==> src/rtl/wb_pkg.sv <==
// Shared widths and the buffered-result record for the writeback arbiter.
package wb_pkg;
    localparam int XLEN = 32;
    localparam int AW   = 5;

    typedef struct packed {
        logic [AW-1:0]   rd;
        logic [XLEN-1:0] data;
    } wb_entry_t;
endpackage

==> src/rtl/wb_fifo.sv <==
// Circular result buffer: up to two pushes and one pop per cycle.
// Entries are exposed oldest-first so callers can resolve age without knowing the pointers.
module wb_fifo
    import wb_pkg::*;
#(
    parameter int DEPTH = 4
) (
    input  logic                      clk,
    input  logic                      rst_n,
    input  logic [1:0]                push_n,
    input  wb_entry_t                 push0,
    input  wb_entry_t                 push1,
    input  logic                      pop,
    output wb_entry_t                 head,
    output logic [$clog2(DEPTH):0]    count,
    output logic [DEPTH-1:0]          ent_valid,
    output wb_entry_t [DEPTH-1:0]     entries
);
    localparam int PW = $clog2(DEPTH);
    localparam int CW = PW + 1;

    wb_entry_t        mem [DEPTH];
    logic [PW-1:0]    wr_ptr;
    logic [PW-1:0]    rd_ptr;
    logic [PW-1:0]    wr_nxt;

    assign wr_nxt = wr_ptr + PW'(1);

    always_ff @(posedge clk or negedge rst_n) begin
        if (!rst_n) begin
            wr_ptr <= '0;
            rd_ptr <= '0;
            count  <= '0;
        end else begin
            wr_ptr <= wr_ptr + PW'(push_n);
            rd_ptr <= rd_ptr + PW'(pop);
            count  <= count + CW'(push_n) - CW'(pop);
        end
    end

    // Storage carries no reset; validity comes from count alone.
    always_ff @(posedge clk) begin
        if (push_n != 2'd0) mem[wr_ptr] <= push0;
        if (push_n == 2'd2) mem[wr_nxt] <= push1;
    end

    assign head = mem[rd_ptr];

    always_comb begin
        for (int k = 0; k < DEPTH; k++) begin
            entries[k]   = mem[rd_ptr + PW'(k)];
            ent_valid[k] = (CW'(k) < count);
        end
    end
endmodule

==> src/rtl/wb_write_arbiter.sv <==
// Dual-lane writeback buffer draining one result per cycle into the register-file write port.
// Define WB_FORWARD_EN to add the q_data0/q_data1 forwarding ports.
module wb_write_arbiter
    import wb_pkg::*;
#(
    parameter int DEPTH = 4
) (
    input  logic            clk,
    input  logic            rst_n,
    input  logic            l0_valid,
    input  logic [AW-1:0]   l0_rd,
    input  logic [XLEN-1:0] l0_data,
    input  logic            l1_valid,
    input  logic [AW-1:0]   l1_rd,
    input  logic [XLEN-1:0] l1_data,
    output logic            in_ready,
    output logic            rf_we,
    output logic [AW-1:0]   rf_wa,
    output logic [XLEN-1:0] rf_wd,
    input  logic [AW-1:0]   q_addr0,
    input  logic [AW-1:0]   q_addr1,
    output logic            q_busy0,
    output logic            q_busy1,
    output logic            empty
`ifdef WB_FORWARD_EN
    ,
    output logic [XLEN-1:0] q_data0,
    output logic [XLEN-1:0] q_data1
`endif
);
    localparam int CW = $clog2(DEPTH) + 1;

    logic                  acc0, acc1, pop;
    logic [1:0]            push_n;
    wb_entry_t             e0, e1, push0, head;
    logic [CW-1:0]         count;
    logic [DEPTH-1:0]      ent_valid;
    wb_entry_t [DEPTH-1:0] entries;

    function automatic logic pending(input logic [AW-1:0] a,
                                     input wb_entry_t [DEPTH-1:0] ents,
                                     input logic [DEPTH-1:0] vld,
                                     input logic we,
                                     input logic [AW-1:0] wa);
        logic hit;
        hit = we & (wa == a);
        for (int k = 0; k < DEPTH; k++) hit = hit | (vld[k] & (ents[k].rd == a));
        return (a != '0) & hit;
    endfunction

    // Acceptance is decided on the registered count only; x0 results are taken but never stored.
    assign in_ready = ((CW'(DEPTH) - count) >= CW'(2));
    assign acc0     = l0_valid & in_ready & (l0_rd != '0);
    assign acc1     = l1_valid & in_ready & (l1_rd != '0);
    assign e0       = '{rd: l0_rd, data: l0_data};
    assign e1       = '{rd: l1_rd, data: l1_data};
    assign push_n   = {1'b0, acc0} + {1'b0, acc1};
    assign push0    = acc0 ? e0 : e1;
    assign pop      = (count != '0);

    wb_fifo #(.DEPTH(DEPTH)) u_fifo (
        .clk       (clk),
        .rst_n     (rst_n),
        .push_n    (push_n),
        .push0     (push0),
        .push1     (e1),
        .pop       (pop),
        .head      (head),
        .count     (count),
        .ent_valid (ent_valid),
        .entries   (entries)
    );

    always_ff @(posedge clk or negedge rst_n) begin
        if (!rst_n) begin
            rf_we <= 1'b0;
            rf_wa <= '0;
            rf_wd <= '0;
        end else begin
            rf_we <= pop;
            if (pop) begin
                rf_wa <= head.rd;
                rf_wd <= head.data;
            end
        end
    end

    assign q_busy0 = pending(q_addr0, entries, ent_valid, rf_we, rf_wa);
    assign q_busy1 = pending(q_addr1, entries, ent_valid, rf_we, rf_wa);
    assign empty   = (count == '0) & ~rf_we;

`ifdef WB_FORWARD_EN
    function automatic logic [XLEN-1:0] newest(input logic [AW-1:0] a,
                                               input wb_entry_t [DEPTH-1:0] ents,
                                               input logic [DEPTH-1:0] vld,
                                               input logic we,
                                               input logic [AW-1:0] wa,
                                               input logic [XLEN-1:0] wd);
        logic [XLEN-1:0] v;
        v = '0;
        if (we && (wa == a) && (a != '0)) v = wd;
        // Entries run oldest to newest, so the last hit is the youngest value.
        for (int k = 0; k < DEPTH; k++)
            if (vld[k] && (ents[k].rd == a)) v = ents[k].data;
        return v;
    endfunction

    assign q_data0 = newest(q_addr0, entries, ent_valid, rf_we, rf_wa, rf_wd);
    assign q_data1 = newest(q_addr1, entries, ent_valid, rf_we, rf_wa, rf_wd);
`endif
endmodule

==> config.mk <==
export PLATFORM = sky130hd
export DESIGN_NAME = wb_write_arbiter
export DESIGN_NICKNAME = d
export VERILOG_FILES = /design/src/rtl/wb_pkg.sv /design/src/rtl/wb_fifo.sv /design/src/rtl/wb_write_arbiter.sv
export SDC_FILE = /design/constraint.sdc
export NUM_CORES = 1
export LEC_CHECK = 0
export ABC_CLOCK_PERIOD_IN_PS = 8200
export BUFFER_PORTS_ARGS = -buffer_cell sky130_fd_sc_hd__buf_2
export CAP_MARGIN = 40
export CORE_UTILIZATION = 29
export CTS_CLUSTER_DIAMETER = 30
export DETAILED_ROUTE_END_ITERATION = 6
export PLACE_DENSITY = 0.51
export SYNTH_ARGS = -nofsm -noshare
export SYNTH_HDL_FRONTEND = slang
export SYNTH_SLANG_ARGS = --single-unit
==> constraint.sdc <==
create_clock -name clk -period 8.2 [get_ports clk]
set_input_delay 0.82 -clock clk [delete_from_list [all_inputs] [get_ports clk]]
set_output_delay 0.82 -clock clk [all_outputs]
set_load 0.01 [all_outputs]
==> results.md, run 1 <==
* Status: finished clean
* Total CTS buffers at 17
* Area after DPL at 11300 um2
* Initial antenna violation count at 8
* I/O pin cnt at 130
* Syn. warnings at 0
* Synthesized Nets at 776
* CP Max Fanout at 36
* Syn-to-layout area delta at 17.9%
* Fin crit share at 49.2%
* Worst EP arrival at 3.21 ns
* CP Data Required Time at 7.38 ns
* Routed wire length per instance at 20.2 um
* Pwr dens at 417 nW/um2
* Sum of negative setup slack at 0 ns
* TritonCTS clock tree: done
* Global Route Usage Sum at 15.0%
* Root buf cell: clkbuf_16
* Later-pin clock latency in the skew report at 0.44 ns
* First-pass GRT wire length at 39100 um
* Residual DRC at 0
* Min-Delay Path Class: flop to flop
* Crit path kind: flop to primary output
* Routed vias/inst at 4.70
* Unrepaired setup endpoints after global routing: false
* Die W at 188 um
* DRT iter0 DRCs at 276
* Nets@finish at 896
* Sequential area share after synthesis at 55.4%
* Final Setup Violations at 0
* R2R depth at 11
* Final Max Slew Viols at 0
* Fmax at 248 MHz
* Vias at 5946
* Final Instance Area at 11900 um2
* Grt total ovfl at 0
* Flops & latches, synth at 193
* Routed wire length at 25500 um
* Share of cells above drive strength 1 at 47.4%
* Clock transition at path regs at 0.07 ns
* Max_cap viols at 0
* Clock skew at 0.0106 ns
* Die area at 35400 um2
* Max-Slew Margin vs Limit at 50.2%
* Remaining antenna violation count at 0
* CP Capture Type: primary output
* Placer Congestion at 0.794
* Starting density of the core at 29.8%
* Die Height at 188 um
* Pin count of the biggest net entering global routing at 46
* Slew @ Worst Pin at 0.747 ns
* H-tree depth at 4
* Clock Path Buffers at 2
* Leak at 4.41 nW
* Number of global-route vias before repair at 6222
* Port Buffers at 129
* Worst setup SP type: flop
* Util after Layout at 35.1%
* Pre-antenna DRT Iters at 4
* Syn avg cell area at 14.9 um2
* Peak VDD IR at 0.000249 V
* Post-DP HPWL at 16800 um
* Synth cell types at 35
* Hold path cells at 2
* CTS Sinks at 193
* Core area at 33800 um2
* Hold Vio Cnt, Final at 0
* Standard-cell rows at 67
* # resized after CTS at 0
* Minimum clock period at 4.03 ns
* Hold Buf Count CTS at 0
* Synthesized area at 10100 um2
* Setup Buffers After CTS at 0
* Post-Synthesis Cells at 677
-- report_power, final --
group	switching (mW)	internal (mW)	total, mW
Combinational	1.19	1.09	2.28
Sequential	0.223	1.63	1.85
Clock	0.366	0.444	0.810
Total	1.78	3.16	4.94
-- worst max-delay path, stage by stage (launching register included) --
cell and delay, ns:
dfrtp_2 0.70, buf_4 0.56, mux4_2 0.63, xnor2_1 0.17
nand4_1 0.11, nor3_1 0.22, a31oi_1 0.07, a21oi_1 0.15
buf_2 0.15
-- registers in the layout, summed over array words and instances, names as in the netlist --
signal and cells:
rf_wd 32, rf_we 1, rf_wa 5, u_fifo.rd_ptr 2, u_fifo.wr_ptr 2, u_fifo.count 3
u_fifo.mem 148
-- per-layer routing --
layer  share of wire, %  wire [um]  global-route usage [%]
met1                 43      10900                    18.6
met2                 51      13100                    26.0
met3                4.4       1120                    3.33
met4                1.2        302                    4.03
met5               0.11         27                       0
-- synthesized netlist by cell type --
| cell type | instances | area [um2] |
|---|---|---|
| edfxtp_1 | 148 | 4440 |
| a21oi_1 | 3 | 15.0 |
| a21boi_0 | 1 | 7.51 |
| ha_1 | 10 | 125 |
| nand2_2 | 3 | 18.8 |
| buf_1 | 2 | 7.51 |
| or4_1 | 3 | 22.5 |
| nand3_1 | 1 | 5.00 |
| clkbuf_1 | 20 | 75.1 |
| mux2_2 | 149 | 1680 |
| o31ai_1 | 1 | 7.51 |
| o211ai_1 | 1 | 7.51 |
| mux4_2 | 48 | 1080 |
| buf_12 | 1 | 20.0 |
| buf_2 | 14 | 70.1 |
| or3b_2 | 1 | 8.76 |
| nor4_1 | 2 | 12.5 |
| dfrtp_1 | 45 | 1130 |
| a32o_1 | 1 | 10.0 |
| a21oi_2 | 2 | 17.5 |
| nand3b_1 | 2 | 15.0 |
| buf_6 | 1 | 11.3 |
| buf_4 | 5 | 37.5 |
| xnor2_1 | 38 | 333 |
| nor3_1 | 12 | 60.1 |
| nand2_1 | 111 | 417 |
| a31oi_1 | 2 | 12.5 |
| xor2_1 | 17 | 149 |
| nor2_1 | 7 | 26.3 |
| inv_1 | 10 | 37.5 |
| fa_1 | 1 | 20.0 |
| o21ai_2 | 1 | 8.76 |
| mux4_1 | 4 | 105 |
| nand2b_1 | 2 | 12.5 |
| nand4_1 | 8 | 50.1 |
-- kinds of logic after synthesis --
family / Yosys count / synth area share, %
flops: 193 / 55.4
simple gates: 152 / 6.45
xor+xnor: 55 / 4.79
buf+inv: 53 / 2.58
compound gates: 12 / 0.859
fa+ha+maj: 11 / 1.44
mux: 201 / 28.5
-- layout make-up --
| cell class | count | area, um2 |
|---|---|---|
| timing repair buffer | 144 | 831 |
| clock inverter | 9 | 81.3 |
| multi-input combinational | 431 | 4270 |
| sequential | 193 | 5580 |
| fill | 3304 | 21900 |
| clock buffer | 23 | 479 |
| tap | 448 | 561 |
| antenna | 6 | 15.0 |
| inverter | 10 | 37.5 |
-- per-stage QoR --
| step | setup WS, ns | std cells | hold slack [ns] | total power [mW] |
|---|---|---|---|---|
| final | 4.17 | 1264 | 0.465 | 4.94 |
| after global placement | 4.39 | 1221 | 0.452 | 4.15 |
| after detailed placement | 4.41 | 1226 | 0.454 | 4.21 |
| after floorplan | 3.06 | 677 | 0.501 | 3.47 |
| after CTS | 4.10 | 1258 | 0.472 | 5.04 |
| after global routing | 3.94 | 1262 | 0.489 | 5.27 |
-- cells in the final DEF (no fill, tap or decap), types with 3 or more instances in the layout --
cell        Yosys  final
dfrtp_1        45     43
clkbuf_1       20      4
edfxtp_1      148    148
clkbuf_16       0     18
nand4_1         8      8
inv_1          10      9
clkinv_2        0      4
buf_4           5     10
xnor2_1        38     38
diode_2         0      6
nand2_2         3      4
xor2_1         17     17
nand2_1       111    110
nor2_1          7      7
nor3_1         12     12
mux4_2         48     48
mux4_1          4      4
or4_1           3      3
clkinvlp_4      0      3
mux2_2        149    149
ha_1           10      9
buf_2          14    129
-- final timing paths --
| kind | startpoint | end | slack (ns) |
|---|---|---|---|
| min in group asynchronous | rst_n | rf_wd[6] | 0.49 |
| max in group asynchronous | rst_n | u_fifo.rd_ptr[0] | 7.15 |
| hold / removal | rf_wd[19] | rf_wd[19] | 0.47 |
| setup reg to reg | u_fifo.count[1] | u_fifo.mem[1][29] | 4.42 |
| hold reg to reg | rf_wd[19] | rf_wd[19] | 0.47 |
| setup / recovery | u_fifo.rd_ptr[1] | q_busy0 | 4.17 |
Note: power is estimated with default switching activity, not from simulation.
==> inputs of run 2 (changes only) <==
--- a/config.mk
+++ b/config.mk
@@ -5,7 +5,8 @@
 export SDC_FILE = /design/constraint.sdc
 export NUM_CORES = 1
 export LEC_CHECK = 0
-export ABC_CLOCK_PERIOD_IN_PS = 8200
+export ABC_AREA = 1
+export ABC_CLOCK_PERIOD_IN_PS = 4200
 export BUFFER_PORTS_ARGS = -buffer_cell sky130_fd_sc_hd__buf_2
 export CAP_MARGIN = 40
 export CORE_UTILIZATION = 29
==> constraint.sdc (replaced) <==
create_clock -name clk -period 4.2 [get_ports clk]
set_input_delay 0.42 -clock clk [delete_from_list [all_inputs] [get_ports clk]]
set_output_delay 0.42 -clock clk [all_outputs]
set_load 0.01 [all_outputs]
==> results.md, run 2 <==
* Pin count of the biggest net entering global routing at 71
* Multi-input logic area at 4380 um2
* Setup ws final at 0.971 ns
* Status: finished clean
* Grt total ovfl at 0
* Remaining antenna violation count at 0
* Largest regs: u_fifo.mem (148), rf_wd (32), rf_wa (5)
* Crit Reg-Reg Endpoint: u_fifo.mem[1][19]
* Total CTS buffers at 17
* Placer Congestion at 0.865
* First-pass GRT wire length at 46000 um
* Clock Path Buffers at 2
* # resized after CTS at 0
* Max reg flops at 148
* Standard-cell rows at 69
* # placed instances at 1745
* Routed wire length at 30100 um
* Non-filler cells in the finished layout at 1777
* Commonest non-fill, non-tap cell in the layout: nand2_1
* Synth cell types at 37
* Critical R2R Launch: u_fifo.count[1]
* Worst setup SP type: flop
* Syn-to-layout area delta at 16.9%
* Sequential area share after synthesis at 53.5%
* Most frequent cells in the layout: 419 x nand2_1, 161 x o21ai_0, 148 x edfxtp_1
* Compound-gate portion of the synthesized area at 12.9%
* Setup Buffers After CTS at 0
* Hold Buf Count CTS at 0
* Post-synth ARST share at 23.3%
* Util after Layout at 34.3%
* Number of global-route vias before repair at 8100
* Root buf cell: clkbuf_16
* Slew @ Worst Pin at 0.827 ns
* Top cell type's share of synthesized area at 42.7%
* Fillcell total at 3664
* Post-synth EDFFs at 148
* Reg with most FFs: u_fifo.mem
* CP Data Required Time at 4.27 ns
* Register area at 5570 um2
* Die W at 192 um
* Largest area contributor in the netlist: edfxtp_1
* Max-Slew Margin vs Limit at 44.9%
* Most common cell in the netlist: nand2_1
* I/O pin cnt at 130
* Leak at 4.94 nW
* Xor and xnor fraction of the mapped netlist area at 0.673%
* Reg-to-reg setup timing slack at 0.97 ns
* Die area at 36700 um2
* Synthesized area at 10400 um2
* Pre-CTS WS at 0.993 ns
* TritonCTS clock tree: done
* Clock transition at path regs at 0.08 ns
* Syn avg cell area at 8.69 um2
* Main combinational cell family by area after synthesis: simple AND/OR/NAND/NOR gates
* Hold_ws at 0.0474 ns
* Min-Delay Path Class: input port to asynchronous set/reset pin
* Synthesized Nets at 1297
* Pwr dens at 801 nW/um2
* Global Route Usage Sum at 16.7%
* Peak VDD IR at 0.000345 V
* Later-pin clock latency in the skew report at 0.44 ns
* Vias at 8595
* Clock skew at 0.0138 ns
* Max_cap viols at 0
* Area after DPL at 11600 um2
* R2R depth at 15
* Core area at 35500 um2
* Crit path kind: flop to flop
* Final Instance Area at 12200 um2
* Hold Vio Cnt, Final at 0
* CP Max Fanout at 37
* Post-Synthesis Cells at 1198
* Final Setup Violations at 0
* Residual DRC at 0
* Post-synth top flop: edfxtp_1
* Post-Synth Simple-Gate Area at 23.2%
* Post-DP HPWL at 20300 um
* Nets@finish at 1402
* CTS Sinks at 193
* Ranking of synthesized cells by area: edfxtp_1 43%, nand2_1 15%, dfrtp_1 11%
* DRT iter0 DRCs at 570
* Unrepaired setup endpoints after global routing: false
* Most frequent cells after synthesis: 420 x nand2_1, 163 x o21ai_0, 148 x edfxtp_1
* Share of cells above drive strength 1 at 14.9%
* Die Height at 192 um
* Fmax at 310 MHz
* Routed vias/inst at 4.84
* Final Max Slew Viols at 0
* H-tree depth at 4
* Starting density of the core at 29.4%
* Pre-antenna DRT Iters at 5
* Post-synthesis adder-cell area fraction at 1.39%
* Routed wire length per instance at 16.9 um
* Post-synthesis mux area share at 3.17%
* Worst EP arrival at 3.30 ns
* CP Capture Type: flop
* Antenna Cells at 0
* Initial antenna violation count at 1
* Syn. warnings at 0
* Fin crit share at 76.9%
* Minimum clock period at 3.23 ns
* Flops & latches, synth at 193
* Port Buffers at 129
-- run 2: kinds of logic (layout without fill, tap and decap cells) --
logic type,Yosys count,in the layout
xor gates and xnor gates,8,8
adders and majority gates,11,11
DFF,193,193
and+or+nand+nor,595,595
muxes,33,33
buffers and inverters,122,240
AOI/OAI and AO/OA,236,236
-- run 2: layout make-up --
cell class              count  area share, %
multi-input cells         883           36.0
repair buffers            149           6.97
inverters                  59           1.86
well taps                 461           4.74
clock buffers              22           3.81
flip-flops and latches    193           45.8
clock inverters            10          0.833
-- run 2: power breakdown --
group	leakage, nW	internal [mW]	switching (mW)
logic	2.75	1.47	3.01
registers	1.91	3.26	0.395
clock network	0.279	0.861	0.755
total	4.94	5.60	4.16
-- run 2: layer usage --
metal  GRT usage, %  routed length [um]  vias up
li1               -                   -     4330
met1           22.2               13700     3982
met3           2.66                1490       30
met2           27.6               14300      253
met5              0                   0        -
met4           5.28                 583        0
-- run 2: how the worst max path moves through the flow --
stage | from | endpoint | cells after the start
after floorplan | u_fifo.count[1] | u_fifo.mem[3][0] | 10
final | u_fifo.count[1] | u_fifo.mem[1][19] | 15
after CTS | u_fifo.count[1] | u_fifo.mem[1][25] | 15
after global routing | u_fifo.count[1] | u_fifo.mem[1][24] | 15
after global placement | u_fifo.count[1] | u_fifo.mem[2][11] | 15
after detailed placement | u_fifo.count[1] | u_fifo.mem[1][14] | 15
-- run 2: worst max-delay path, cell delays in order, from the launching register on --
cell      delay, ns
dfrtp_1        0.38
inv_1          0.09
ha_1           0.19
ha_1           0.28
nand3b_1       0.12
nand2_1        0.06
inv_1          0.08
nand2_2        0.14
inv_1          0.11
ha_1           0.14
inv_1          0.13
or2_1          0.32
nor2_4         0.11
inv_1          0.11
o31ai_4        0.07
buf_4          0.50
-- run 2: per-stage QoR --
stage                     TNS (ns)  total power, mW
after global routing             0             10.5
after floorplan             -43.51             6.72
after detailed placement         0             8.25
final                            0             9.75
after CTS                        0             9.88
after global placement           0             8.09
